File: src/rtl/money_bag_pkg.sv
// Shared definitions for the money-bag array: slot state encoding, request
// kinds, status nibble layout and load-word field positions.
package money_bag_pkg;

  typedef enum logic [2:0] {
    ST_EMPTY  = 3'd0,
    ST_REST   = 3'd1,
    ST_PROBE  = 3'd2,
    ST_WOBBLE = 3'd3,
    ST_FALL   = 3'd4,
    ST_GOLD   = 3'd5
  } slot_state_e;

  // Request kinds carried on req_type
  localparam logic REQ_PROBE = 1'b0;
  localparam logic REQ_MOVE  = 1'b1;

  // Status nibble per slot: {state[2:0], pending}
  localparam int STATUS_W         = 4;
  localparam int STATUS_PEND_BIT  = 0;
  localparam int STATUS_STATE_LSB = 1;

  // Rows fallen counter width (saturating)
  localparam int FALL_CNT_W = 4;

  // Load word: [DATA_W-1]=enable, [POS_W +: IDX_W]=slot, [POS_W-1:0]=position
  localparam int LD_POS_LSB = 0;

  function automatic int idx_width(input int n);
    return (n > 1) ? $clog2(n) : 1;
  endfunction

endpackage

File: src/rtl/money_bag_if.sv
// Request/response link between the bag array and the map arbiter.
interface money_bag_if #(
  parameter int POS_W = 8,
  parameter int IDX_W = 2
);
  logic             req;
  logic             req_type;
  logic [POS_W-1:0] req_content;
  logic [IDX_W-1:0] req_id;
  logic             ACK;
  logic             NACK;

  modport master (output req, req_type, req_content, req_id, input ACK, NACK);
  modport slave  (input req, req_type, req_content, req_id, output ACK, NACK);
endinterface

File: src/rtl/money_bag_slot.sv
// One bag slot: position, rows-fallen count, shared wobble/poll timer and
// the behaviour FSM. Tells the arbiter when it needs a probe or a move.
module money_bag_slot
  import money_bag_pkg::*;
#(
  parameter int POS_W      = 8,
  parameter int COLS       = 16,
  parameter int ROWS       = 16,
  parameter int WOBBLE_CYC = 8,
  parameter int POLL_CYC   = 16,
  parameter int BREAK_ROWS = 2
) (
  input  logic             clk,
  input  logic             rst,
  input  logic             load,
  input  logic             load_en,
  input  logic [POS_W-1:0] load_pos,
  input  logic             ack,
  input  logic             nack,
  output logic             need_req,
  output logic             req_type,
  output logic [POS_W-1:0] pos,
  output slot_state_e      state
);

  localparam int TMR_MAX = (WOBBLE_CYC > POLL_CYC) ? WOBBLE_CYC : POLL_CYC;
  localparam int TMR_W   = (TMR_MAX > 0) ? $clog2(TMR_MAX + 1) : 1;
  localparam logic [TMR_W-1:0]      WOBBLE_T    = TMR_W'(WOBBLE_CYC);
  localparam logic [TMR_W-1:0]      POLL_T      = TMR_W'(POLL_CYC);
  localparam logic [TMR_W-1:0]      TMR_ONE     = TMR_W'(1);
  localparam logic [POS_W-1:0]      BOTTOM_BASE = POS_W'((ROWS - 1) * COLS);
  localparam logic [POS_W-1:0]      COLS_P      = POS_W'(COLS);
  localparam logic [FALL_CNT_W-1:0] BREAK_P     = FALL_CNT_W'(BREAK_ROWS);
  localparam logic [FALL_CNT_W-1:0] CNT_ONE     = FALL_CNT_W'(1);

  slot_state_e           state_nx;
  logic [POS_W-1:0]      pos_nx;
  logic [FALL_CNT_W-1:0] fall_cnt, fall_cnt_nx;
  logic [TMR_W-1:0]      tmr, tmr_nx;
  logic                  fall_move, fall_move_nx;
  logic                  active, bottom, miss, hit;

  assign active   = (state == ST_PROBE) || (state == ST_FALL);
  assign bottom   = (pos >= BOTTOM_BASE);
  // Nothing lies below the bottom row, so it behaves as a refused probe
  assign miss     = nack || (active && bottom);
  assign hit      = ack && !miss;
  assign need_req = active && !bottom;
  assign req_type = (state == ST_FALL) ? fall_move : REQ_PROBE;

  // Next-state: a load overrides everything, otherwise step the slot FSM
  always_comb begin
    state_nx     = state;
    pos_nx       = pos;
    fall_cnt_nx  = fall_cnt;
    tmr_nx       = tmr;
    fall_move_nx = fall_move;
    if (load) begin
      state_nx     = load_en ? ST_PROBE : ST_EMPTY;
      tmr_nx       = '0;
      fall_move_nx = 1'b0;
      if (load_en) begin
        pos_nx      = load_pos;
        fall_cnt_nx = '0;
      end
    end else begin
      case (state)
        ST_REST: begin
          if (tmr == '0) state_nx = ST_PROBE;
          else           tmr_nx   = tmr - TMR_ONE;
        end
        ST_PROBE: begin
          if (miss) begin
            state_nx = ST_REST;
            tmr_nx   = POLL_T;
          end else if (hit) begin
            state_nx = ST_WOBBLE;
            tmr_nx   = WOBBLE_T;
          end
        end
        ST_WOBBLE: begin
          if (tmr == '0) begin
            state_nx     = ST_FALL;
            fall_move_nx = REQ_MOVE;
          end else begin
            tmr_nx = tmr - TMR_ONE;
          end
        end
        ST_FALL: begin
          if (miss) begin
            fall_move_nx = REQ_PROBE;
            if (fall_cnt >= BREAK_P) begin
              state_nx = ST_GOLD;
            end else begin
              state_nx    = ST_REST;
              fall_cnt_nx = '0;
              tmr_nx      = POLL_T;
            end
          end else if (hit) begin
            // A granted move lands the bag one row lower; every further
            // move is preceded by a fresh probe of the new cell below
            if (fall_move) begin
              pos_nx       = pos + COLS_P;
              fall_move_nx = REQ_PROBE;
              if (fall_cnt != '1) fall_cnt_nx = fall_cnt + CNT_ONE;
            end else begin
              fall_move_nx = REQ_MOVE;
            end
          end
        end
        default: ;
      endcase
    end
  end

  // Slot state register
  always_ff @(posedge clk or negedge rst) begin
    if (!rst) begin
      state     <= ST_EMPTY;
      pos       <= '0;
      fall_cnt  <= '0;
      tmr       <= '0;
      fall_move <= 1'b0;
    end else begin
      state     <= state_nx;
      pos       <= pos_nx;
      fall_cnt  <= fall_cnt_nx;
      tmr       <= tmr_nx;
      fall_move <= fall_move_nx;
    end
  end

endmodule

File: src/rtl/money_bag_array.sv
// Array of NUM_BAGS money bags sharing one arbiter port. Decodes controller
// loads, grants requests round-robin, routes responses, packs status.
module money_bag_array
  import money_bag_pkg::*;
#(
  parameter int NUM_BAGS   = 4,
  parameter int DATA_W     = 16,
  parameter int POS_W      = 8,
  parameter int COLS       = 16,
  parameter int ROWS       = 16,
  parameter int WOBBLE_CYC = 8,
  parameter int POLL_CYC   = 16,
  parameter int BREAK_ROWS = 2,
  parameter int IDX_W      = idx_width(NUM_BAGS)
) (
  input  logic                         clk,
  input  logic                         rst,
  input  logic                         wr,
  input  logic [DATA_W-1:0]            data_in,
  money_bag_if.master                  bus,
  output logic [STATUS_W*NUM_BAGS-1:0] status
);

  localparam logic [POS_W-1:0] COLS_P = POS_W'(COLS);

  logic             ld_en, ld_ok, ld_unused;
  logic [IDX_W-1:0] ld_idx;
  logic [POS_W-1:0] ld_pos;

  assign ld_en     = data_in[DATA_W-1];
  assign ld_idx    = data_in[POS_W +: IDX_W];
  assign ld_pos    = data_in[LD_POS_LSB +: POS_W];
  assign ld_ok     = wr && (int'(ld_idx) < NUM_BAGS);
  assign ld_unused = &{1'b0, data_in};

  logic [NUM_BAGS-1:0] slot_load, slot_ack, slot_nack, slot_need, slot_type, slot_pend;
  logic [POS_W-1:0]    slot_pos [NUM_BAGS];
  slot_state_e         slot_state [NUM_BAGS];

  logic             resp, resp_ack, discard, sel_vld;
  logic [IDX_W-1:0] ptr, sel, cand;

  assign resp     = bus.req && (bus.ACK || bus.NACK);
  // Both lines high counts as a refusal
  assign resp_ack = bus.ACK && !bus.NACK;

  for (genvar i = 0; i < NUM_BAGS; i++) begin : g_slot
    assign slot_load[i] = ld_ok && (ld_idx == IDX_W'(i));
    // A slot reloaded mid-request no longer owns it; its answer is dropped
    assign slot_pend[i] = bus.req && !discard && (bus.req_id == IDX_W'(i));
    assign slot_ack[i]  = slot_pend[i] && resp && resp_ack;
    assign slot_nack[i] = slot_pend[i] && resp && !resp_ack;
    assign status[STATUS_W*i +: STATUS_W] = {slot_state[i], slot_pend[i]};

    money_bag_slot #(
      .POS_W      (POS_W),
      .COLS       (COLS),
      .ROWS       (ROWS),
      .WOBBLE_CYC (WOBBLE_CYC),
      .POLL_CYC   (POLL_CYC),
      .BREAK_ROWS (BREAK_ROWS)
    ) u_slot (
      .clk      (clk),
      .rst      (rst),
      .load     (slot_load[i]),
      .load_en  (ld_en),
      .load_pos (ld_pos),
      .ack      (slot_ack[i]),
      .nack     (slot_nack[i]),
      .need_req (slot_need[i]),
      .req_type (slot_type[i]),
      .pos      (slot_pos[i]),
      .state    (slot_state[i])
    );
  end

  // Round-robin search starting one past the last granted slot
  always_comb begin
    sel     = ptr;
    sel_vld = 1'b0;
    cand    = '0;
    for (int k = 1; k <= NUM_BAGS; k++) begin
      cand = IDX_W'((int'(ptr) + k) % NUM_BAGS);
      if (!sel_vld && slot_need[cand]) begin
        sel_vld = 1'b1;
        sel     = cand;
      end
    end
  end

  // Request register: hold until answered, then grant the next slot
  always_ff @(posedge clk or negedge rst) begin
    if (!rst) begin
      bus.req         <= 1'b0;
      bus.req_type    <= 1'b0;
      bus.req_content <= '0;
      bus.req_id      <= '0;
      ptr             <= '0;
      discard         <= 1'b0;
    end else if (bus.req) begin
      if (resp) begin
        bus.req <= 1'b0;
        discard <= 1'b0;
      end else if (slot_load[bus.req_id]) begin
        discard <= 1'b1;
      end
    end else if (sel_vld) begin
      bus.req         <= 1'b1;
      bus.req_type    <= slot_type[sel];
      bus.req_content <= slot_pos[sel] + COLS_P;
      bus.req_id      <= sel;
      ptr             <= sel;
    end
  end

endmodule
File: src/flat_wrapper.sv
// flat-port wrapper written by rule: the top's interface ports become plain ports
module money_bag_array_flat import money_bag_pkg::*;
#(
  parameter int NUM_BAGS   = 4,
  parameter int DATA_W     = 16,
  parameter int POS_W      = 8,
  parameter int COLS       = 16,
  parameter int ROWS       = 16,
  parameter int WOBBLE_CYC = 8,
  parameter int POLL_CYC   = 16,
  parameter int BREAK_ROWS = 2,
  parameter int IDX_W      = idx_width(NUM_BAGS)
)
  (clk, rst, wr, data_in, status, bus_req, bus_req_type, bus_req_content, bus_req_id, bus_ACK, bus_NACK);
  money_bag_if #(.POS_W(POS_W), .IDX_W(IDX_W)) bus_i ();
  input  logic clk;
  input  logic rst;
  input  logic wr;
  input  logic [DATA_W-1:0] data_in;
  output logic [STATUS_W*NUM_BAGS-1:0] status;
  output wire logic [$bits(bus_i.req)-1:0] bus_req;
  output wire logic [$bits(bus_i.req_type)-1:0] bus_req_type;
  output wire logic [$bits(bus_i.req_content)-1:0] bus_req_content;
  output wire logic [$bits(bus_i.req_id)-1:0] bus_req_id;
  input wire logic [$bits(bus_i.ACK)-1:0] bus_ACK;
  input wire logic [$bits(bus_i.NACK)-1:0] bus_NACK;
  assign bus_req = bus_i.req;
  assign bus_req_type = bus_i.req_type;
  assign bus_req_content = bus_i.req_content;
  assign bus_req_id = bus_i.req_id;
  assign bus_i.ACK = bus_ACK;
  assign bus_i.NACK = bus_NACK;
  money_bag_array #(.NUM_BAGS(NUM_BAGS), .DATA_W(DATA_W), .POS_W(POS_W), .COLS(COLS), .ROWS(ROWS), .WOBBLE_CYC(WOBBLE_CYC), .POLL_CYC(POLL_CYC), .BREAK_ROWS(BREAK_ROWS), .IDX_W(IDX_W)) u_core (.clk(clk), .rst(rst), .wr(wr), .data_in(data_in), .bus(bus_i), .status(status));
endmodule
File: config.mk
export PLATFORM = sky130hd
export DESIGN_NAME = money_bag_array_flat
export DESIGN_NICKNAME = d
export VERILOG_FILES = /design/src/rtl/money_bag_pkg.sv /design/src/rtl/money_bag_if.sv /design/src/rtl/money_bag_slot.sv /design/src/rtl/money_bag_array.sv /design/src/flat_wrapper.sv
export SDC_FILE = /design/constraint.sdc
export NUM_CORES = 1
export LEC_CHECK = 0
export CAP_MARGIN = 10
export CORE_UTILIZATION = 56
export DETAILED_ROUTE_END_ITERATION = 7
export PLACE_DENSITY = 0.75
export SLEW_MARGIN = 15
export SYNTH_ARGS = -nofsm -noshare
export SYNTH_HDL_FRONTEND = slang
export SYNTH_SLANG_ARGS = --single-unit
File: constraint.sdc
create_clock -name clk -period 7.6 [get_ports clk]
set_clock_uncertainty 0.1 [all_clocks]
set_input_delay 1.52 -clock clk [delete_from_list [all_inputs] [get_ports clk]]
set_output_delay 1.52 -clock clk [all_outputs]
set_load 0.03 [all_outputs]
# Yosys cells after proc, flatten, opt, wreduce, memory -nomap -nowiden
# Cells that the tools add are included.
totals:
  word_cells: 422
  mem_bits_rw: 0
  output_inout_bits: 28
  memories: 0
  romBits: 0
  ff_bits: 97
  latchBits: 0
  inputBits: 21
op_classes:
  reduce_logical: 130
  order_cmp: 15
  div: 0
  bitwise: 2
  n_shift: 0
  addsub: 17
  eq_ne: 66
  n_mux: 167
  multipliers: 0
op_table:
  columns: ["op", "count"]
  rows:
  - ["$mux 8", 23]
  - ["$mux 5", 24]
  - ["$mux 4", 29]
  - ["$mux 3", 28]
  - ["$ne 3x3->1 const B", 24]
  - ["$pmux 5 s3", 4]
  - ["$reduce_and 5->1", 12]
  - ["$ne 4x4->1 const B", 12]
  - ["$pmux 3 s4", 4]
  - ["$reduce_bool 3->1", 16]
  - ["$add 8x5->8 const B", 5]
  - ["$mux 1", 39]
  - ["$logic_and 1x1->1", 38]
  - ["$ge 8x8->1 const B", 4]
  - ["$reduce_bool 2->1", 13]
  - ["$eq 3x2->1 const B", 8]
  - ["$reduce_and 6->1", 4]
  - ["$logic_not 5->1", 4]
  - ["$reduce_bool 5->1", 4]
  - ["$sub 5x1->5 const B", 4]
  - ["$lt 2x3->1 const B", 6]
  - ["$add 4x1->4 const B", 4]
  - ["$bmux 8 s2", 1]
  - ["$ge 4x2->1 const B", 4]
  - ["other kinds (20)", 83]

# Longest topological paths before layout
depth:
  depth_word: 20
  ltp_mapped: 12
  depth_no_buf: 11

# Modules after synthesis
# Synthesis repeated with hierarchy kept, for this count alone.
hier_totals:
  cells_unflattened: 732
  hier_area_um2: 7093.1
by_module_without_submodules:
  columns: ["module", "cells_each", "instances", "area_each_um2", "seq_area_each_um2"]
  rows:
  - ["money_bag_slot at u_core.g_slot[3].u_slot", 154, 1, 1488.9, 525.5]
  - ["money_bag_slot at u_core.g_slot[1].u_slot", 154, 1, 1486.4, 525.5]
  - ["money_bag_slot at u_core.g_slot[0].u_slot", 153, 1, 1447.6, 525.5]
  - ["money_bag_slot at u_core.g_slot[2].u_slot", 148, 1, 1396.3, 525.5]
  - ["money_bag_array", 123, 1, 1273.7, 325.3]

# Least setup slack after synthesis
# Ideal clock, no wire load.
synth_timing:
  path_kind: "input to register"
  startpoint: "input data_in[9]"
  endpoint: "register u_core.g_slot[0].u_slot.state[1]"
  arrival_time_ns: 3.409
  stages: 10
  setup_time_ns: 0.118
  n_path_buf: 2
  t_required_ns: 7.382
  path_slack_ns: 3.973
  path_cell_list: "clkbuf_1 or3b_2 clkbuf_1 o311ai_1 a21oi_1 nor3_2 nand2_1 nand2_1 a21oi_1 a21o_1"
synth_between:
  elab_chain_cells: 4
  elab_cells_between_ends: 9
  cone_classes: "eq/ne (4); mux (1); reduce/logical (4)"
synth_lines:
  columns: ["item", "line", "rtl"]
  rows:
  - ["start: declaration", "flat_wrapper.sv:19", "input logic [DATA_W-1:0] data_in;"]
  - ["$logic_not 2->1 *", "money_bag_array.sv:48", "assign slot_load[i] = ld_ok && (ld_idx == IDX_W'(i));"]
  - ["$logic_and 1x1->1 *", "money_bag_array.sv:48", null]
  - ["$ne 4x4->1 (no source line), or another cell as far along", null, null]
  - ["$reduce_and 5->1 (no source line)", null, null]
  - ["end signal: assignment", "money_bag_slot.sv:125", "state <= state_nx;"]
  - ["end: declaration", "money_bag_slot.sv:23", "output slot_state_e state"]
# Every way passes the cells marked *; elsewhere a longest branch is shown, timed or not.
# A chain may end at the register's enable or synchronous reset.

# Worst setup path in the final report
layout_timing:
  startpoint: "input wr"
  endpoint: "register u_core.g_slot[0].u_slot.fall_cnt[3]"
layout_between:
  elab_chain_cells: 3
  elab_cells_between_ends: 9
  cone_classes: "eq/ne (2); mux (1); reduce/logical (6)"
layout_lines:
  columns: ["item", "line", "rtl"]
  rows:
  - ["start: declaration", "flat_wrapper.sv:18", "input logic wr;"]
  - ["$logic_and 1x1->1 *", "money_bag_array.sv:48", null]
  - ["$ne 3x3->1 (no source line), or another cell as far along", null, null]
  - ["$reduce_and 6->1 (no source line)", null, null]
  - ["end signal: assignment", "money_bag_slot.sv:127", "fall_cnt <= fall_cnt_nx;"]
  - ["end: declaration", "money_bag_slot.sv:38", "logic [FALL_CNT_W-1:0] fall_cnt, fall_cnt_nx;"]
# Marks and branches as above.

==> impl_metrics.ini <==
[outcome]
status = completed

[critical_path]
crit_chain = clkdlybuf4s50_1, nor3b_1, nand2_1, o21a_1, nand2b_1, o31ai_1
path_max_fanout = 8
required_ns = 7.79
crit_arrival_ns = 4.36
slowest_delay_ns = 0.85
critPathCaptureType = flip-flop
worst_setup_path_start_kind = input port
slowest_stage = nor3b_1
crit_type = in -> reg

[clocking]
clock_latency_ns = 0.38
clk_pin_slew_ns = 0.10
cts_num_sinks = 97
htree_levels = 3
cts_tree = yes
cts_buffer_depth = 2
cts_hold_buf = 0
root_buffer = clkbuf_8
cts_resized = 0
post_cts_buffers = 0
cts_buffers = 9

[detailed_routing]
viasPerCell = 6.23
dr.pass1.iters = 6
drc_errors = 0
wl_per_cell_um = 16.8
drt_iter0_drc = 413
antenna_left = 0
num_vias = 5392
finalWirelength_um = 14600

[layout]
layout_common_cells = dfrtp_1 (97), nand2_1 (87), o21ai_0 (64), nor2_1 (59)
n_antenna_cell = 0
layout.nets = 769
layout-drive-gt1-share_pct = 8.77
fillCellCount = 836
area_delta_synth_final_pct = 11.6
postLayoutCellArea_mm2 = 0.00687
final_cell_count_no_fill = 866
layout_commonest_cell = dfrtp_1

[yosys]
netlist_area_mm2 = 0.00616
synth_warnings = 0
async_flop_share_pct = 100
syn_inst = 699
synth_seq_area_share_pct = 39.4
synth.avg_cell_area_um2 = 8.81
synth_edf_count = 0
ys_ff_latch = 97
synth_flop_cell = dfrtp_1
synth_cell_type_count = 72
synth.net_count = 743

[placement]
place.port_buffers = 43
placed_cells = 850
hpwl_um = 10400
gp_congestion = 0.876
placed_area_mm2 = 0.00663

[timing]
timing.final.max_slew_violations = 0
fin_hold_ws_ns = 0.397
rsz0062_at_grt = no
setup-violations-final = 0
period_share_pct = 54.8
worstMarginPinSlew_ns = 0.999
timing.setup.tns_ns = 0
hold_viol_final = 0
post-route-min-period_ns = 4.17
slew_headroom_pct = 33.3
max_freq_ghz = 0.240

[power_and_ir_drop]
ir_drop_v = 0.000250
p_clk_share_pct = 12.7
pwr-share-seq_pct = 30.3
p_sw_share_pct = 46.4
p_per_area_mw_per_mm2 = 469
p_sw_w = 0.00149
combPwrFrac_pct = 57.0
power.internal_w = 0.00173
finalPower_w = 0.00322
p_leak_nw = 2.93

[grt]
grt_usage_pct = 27.1
first_global_vias = 5146
grt_antenna_before_repair = 0
grt.met2_usage_pct = 44.7
grt_max_degree = 72
overflow = 0
grt.busiest_layer = met2
use_met3_pct = 5.53
grt_pass1_wl_um = 24500
met1_usage_pct = 36.6

[floorplan]
rows = 37
start_util_pct = 58.6
die_h_um = 107
io_pins = 49
dieArea_mm2 = 0.0114
die_w_um = 107
core_mm2 = 0.0105

[hold_path]
min_path_type = reg -> reg

[job]
drv_cap = 0
[flip-flops by register name, indices dropped and copies added, names as in the netlist]
register	flops
u_core.discard	1
u_core.bus.req_type	1
u_core.g_slot.u_slot.pos	32
u_core.g_slot.u_slot.state	12
u_core.bus.req	1
u_core.g_slot.u_slot.tmr	20
u_core.g_slot.u_slot.fall_move	4
u_core.g_slot.u_slot.fall_cnt	16
u_core.bus.req_id	2
u_core.bus.req_content	8
[cell families after synthesis]
group	Yosys count	share of synthesized area, %
simple gates	273	21.6
compound gates	191	20.1
flops	97	39.4
buf+inv	51	3.56
mux	49	8.50
fa+ha+maj	23	4.67
xor+xnor	15	2.13
[power groups by stage]
stage                     clock [W]  sequential (W)  combinational (W)
after floorplan                   0        0.000977            0.00139
after global placement            0        0.000966            0.00177
after detailed placement          0        0.000979            0.00182
after CTS                  0.000419        0.000970            0.00183
after global routing       0.000438         0.00101            0.00203
final                      0.000409        0.000975            0.00184
[area by class of cell]
type	instances	area, um^2	area share [%]
clock inverters	7	118	1.71
inverters	21	78.8	1.15
repair buffers	45	443	6.45
well taps	136	170	2.48
flip-flops and latches	97	2430	35.3
multi-input cells	551	3510	51.1
clock buffers	9	124	1.80
[per-stage QoR]
step	util (%)	setup slack, ns
after floorplan	-	3.97
after global placement	63.1	3.12
after detailed placement	63.1	3.10
after CTS	65.4	3.51
after global routing	65.4	3.27
final	65.4	3.43
[critical path, delay by kind of cell]
| kind | cells | cell delay [ns] |
|---|---|---|
| buffers and inverters | 1 | 0.65 |
| AOI/OAI and AO/OA | 2 | 0.55 |
| and+or+nand+nor | 3 | 1.63 |
[path summary, 6_finish.rpt]
check                                                from                                  end  slack [ns]  depth (start not counted)
max                                                    wr  u_core.g_slot[0].u_slot.fall_cnt[3]        3.43                          6
min                        u_core.g_slot[1].u_slot.tmr[0]       u_core.g_slot[1].u_slot.tmr[0]        0.40                          1
max reg2reg                u_core.g_slot[3].u_slot.pos[4]            u_core.bus.req_content[6]        4.22                         12
min reg2reg                u_core.g_slot[1].u_slot.tmr[0]       u_core.g_slot[1].u_slot.tmr[0]        0.40                          1
max in group asynchronous                             rst       u_core.g_slot[1].u_slot.pos[6]        5.25                          2
min in group asynchronous                             rst       u_core.g_slot[2].u_slot.tmr[2]        0.93                          1
[synthesized netlist by cell type, types with 3 or more instances]
| library cell | n | share of area [%] |
|---|---|---|
| a2111oi_0 | 3 | 0.43 |
| a211oi_1 | 3 | 0.37 |
| a21o_1 | 4 | 0.49 |
| a21oi_1 | 42 | 3.4 |
| a31oi_1 | 9 | 0.91 |
| a32o_1 | 3 | 0.49 |
| and2_1 | 6 | 0.61 |
| and3_1 | 7 | 0.71 |
| buf_2 | 3 | 0.24 |
| clkbuf_1 | 22 | 1.3 |
| dfrtp_1 | 97 | 39 |
| ha_1 | 23 | 4.7 |
| inv_1 | 21 | 1.3 |
| mux2_2 | 26 | 4.8 |
| mux2i_1 | 23 | 3.7 |
| nand2_1 | 87 | 5.3 |
| nand2b_1 | 11 | 1.1 |
| nand3_1 | 40 | 3.3 |
| nand3b_1 | 3 | 0.37 |
| nand4_1 | 4 | 0.41 |
| nand4b_1 | 4 | 0.57 |
| nor2_1 | 59 | 3.6 |
| nor2b_1 | 7 | 0.71 |
| nor3_1 | 16 | 1.3 |
| nor4_1 | 5 | 0.51 |
| nor4b_1 | 3 | 0.43 |
| o211ai_1 | 3 | 0.37 |
| o21ai_0 | 64 | 5.2 |
| o21ai_1 | 5 | 0.41 |
| o31a_1 | 5 | 0.71 |
| o31ai_1 | 15 | 1.8 |
| or2_2 | 3 | 0.30 |
| or3_1 | 4 | 0.41 |
| or3b_2 | 5 | 0.71 |
| xnor2_1 | 7 | 1.0 |
| xor2_1 | 8 | 1.1 |
[metal layers]
| metal | share of wire [%] | vias to the layer above |
|---|---|---|
| met5 | 0 | - |
| met4 | 1.1 | 0 |
| met3 | 6.1 | 16 |
| met2 | 48 | 175 |
| met1 | 45 | 2611 |
| li1 | - | 2590 |
No activity file was read; power rests on OpenSTA's default activity.
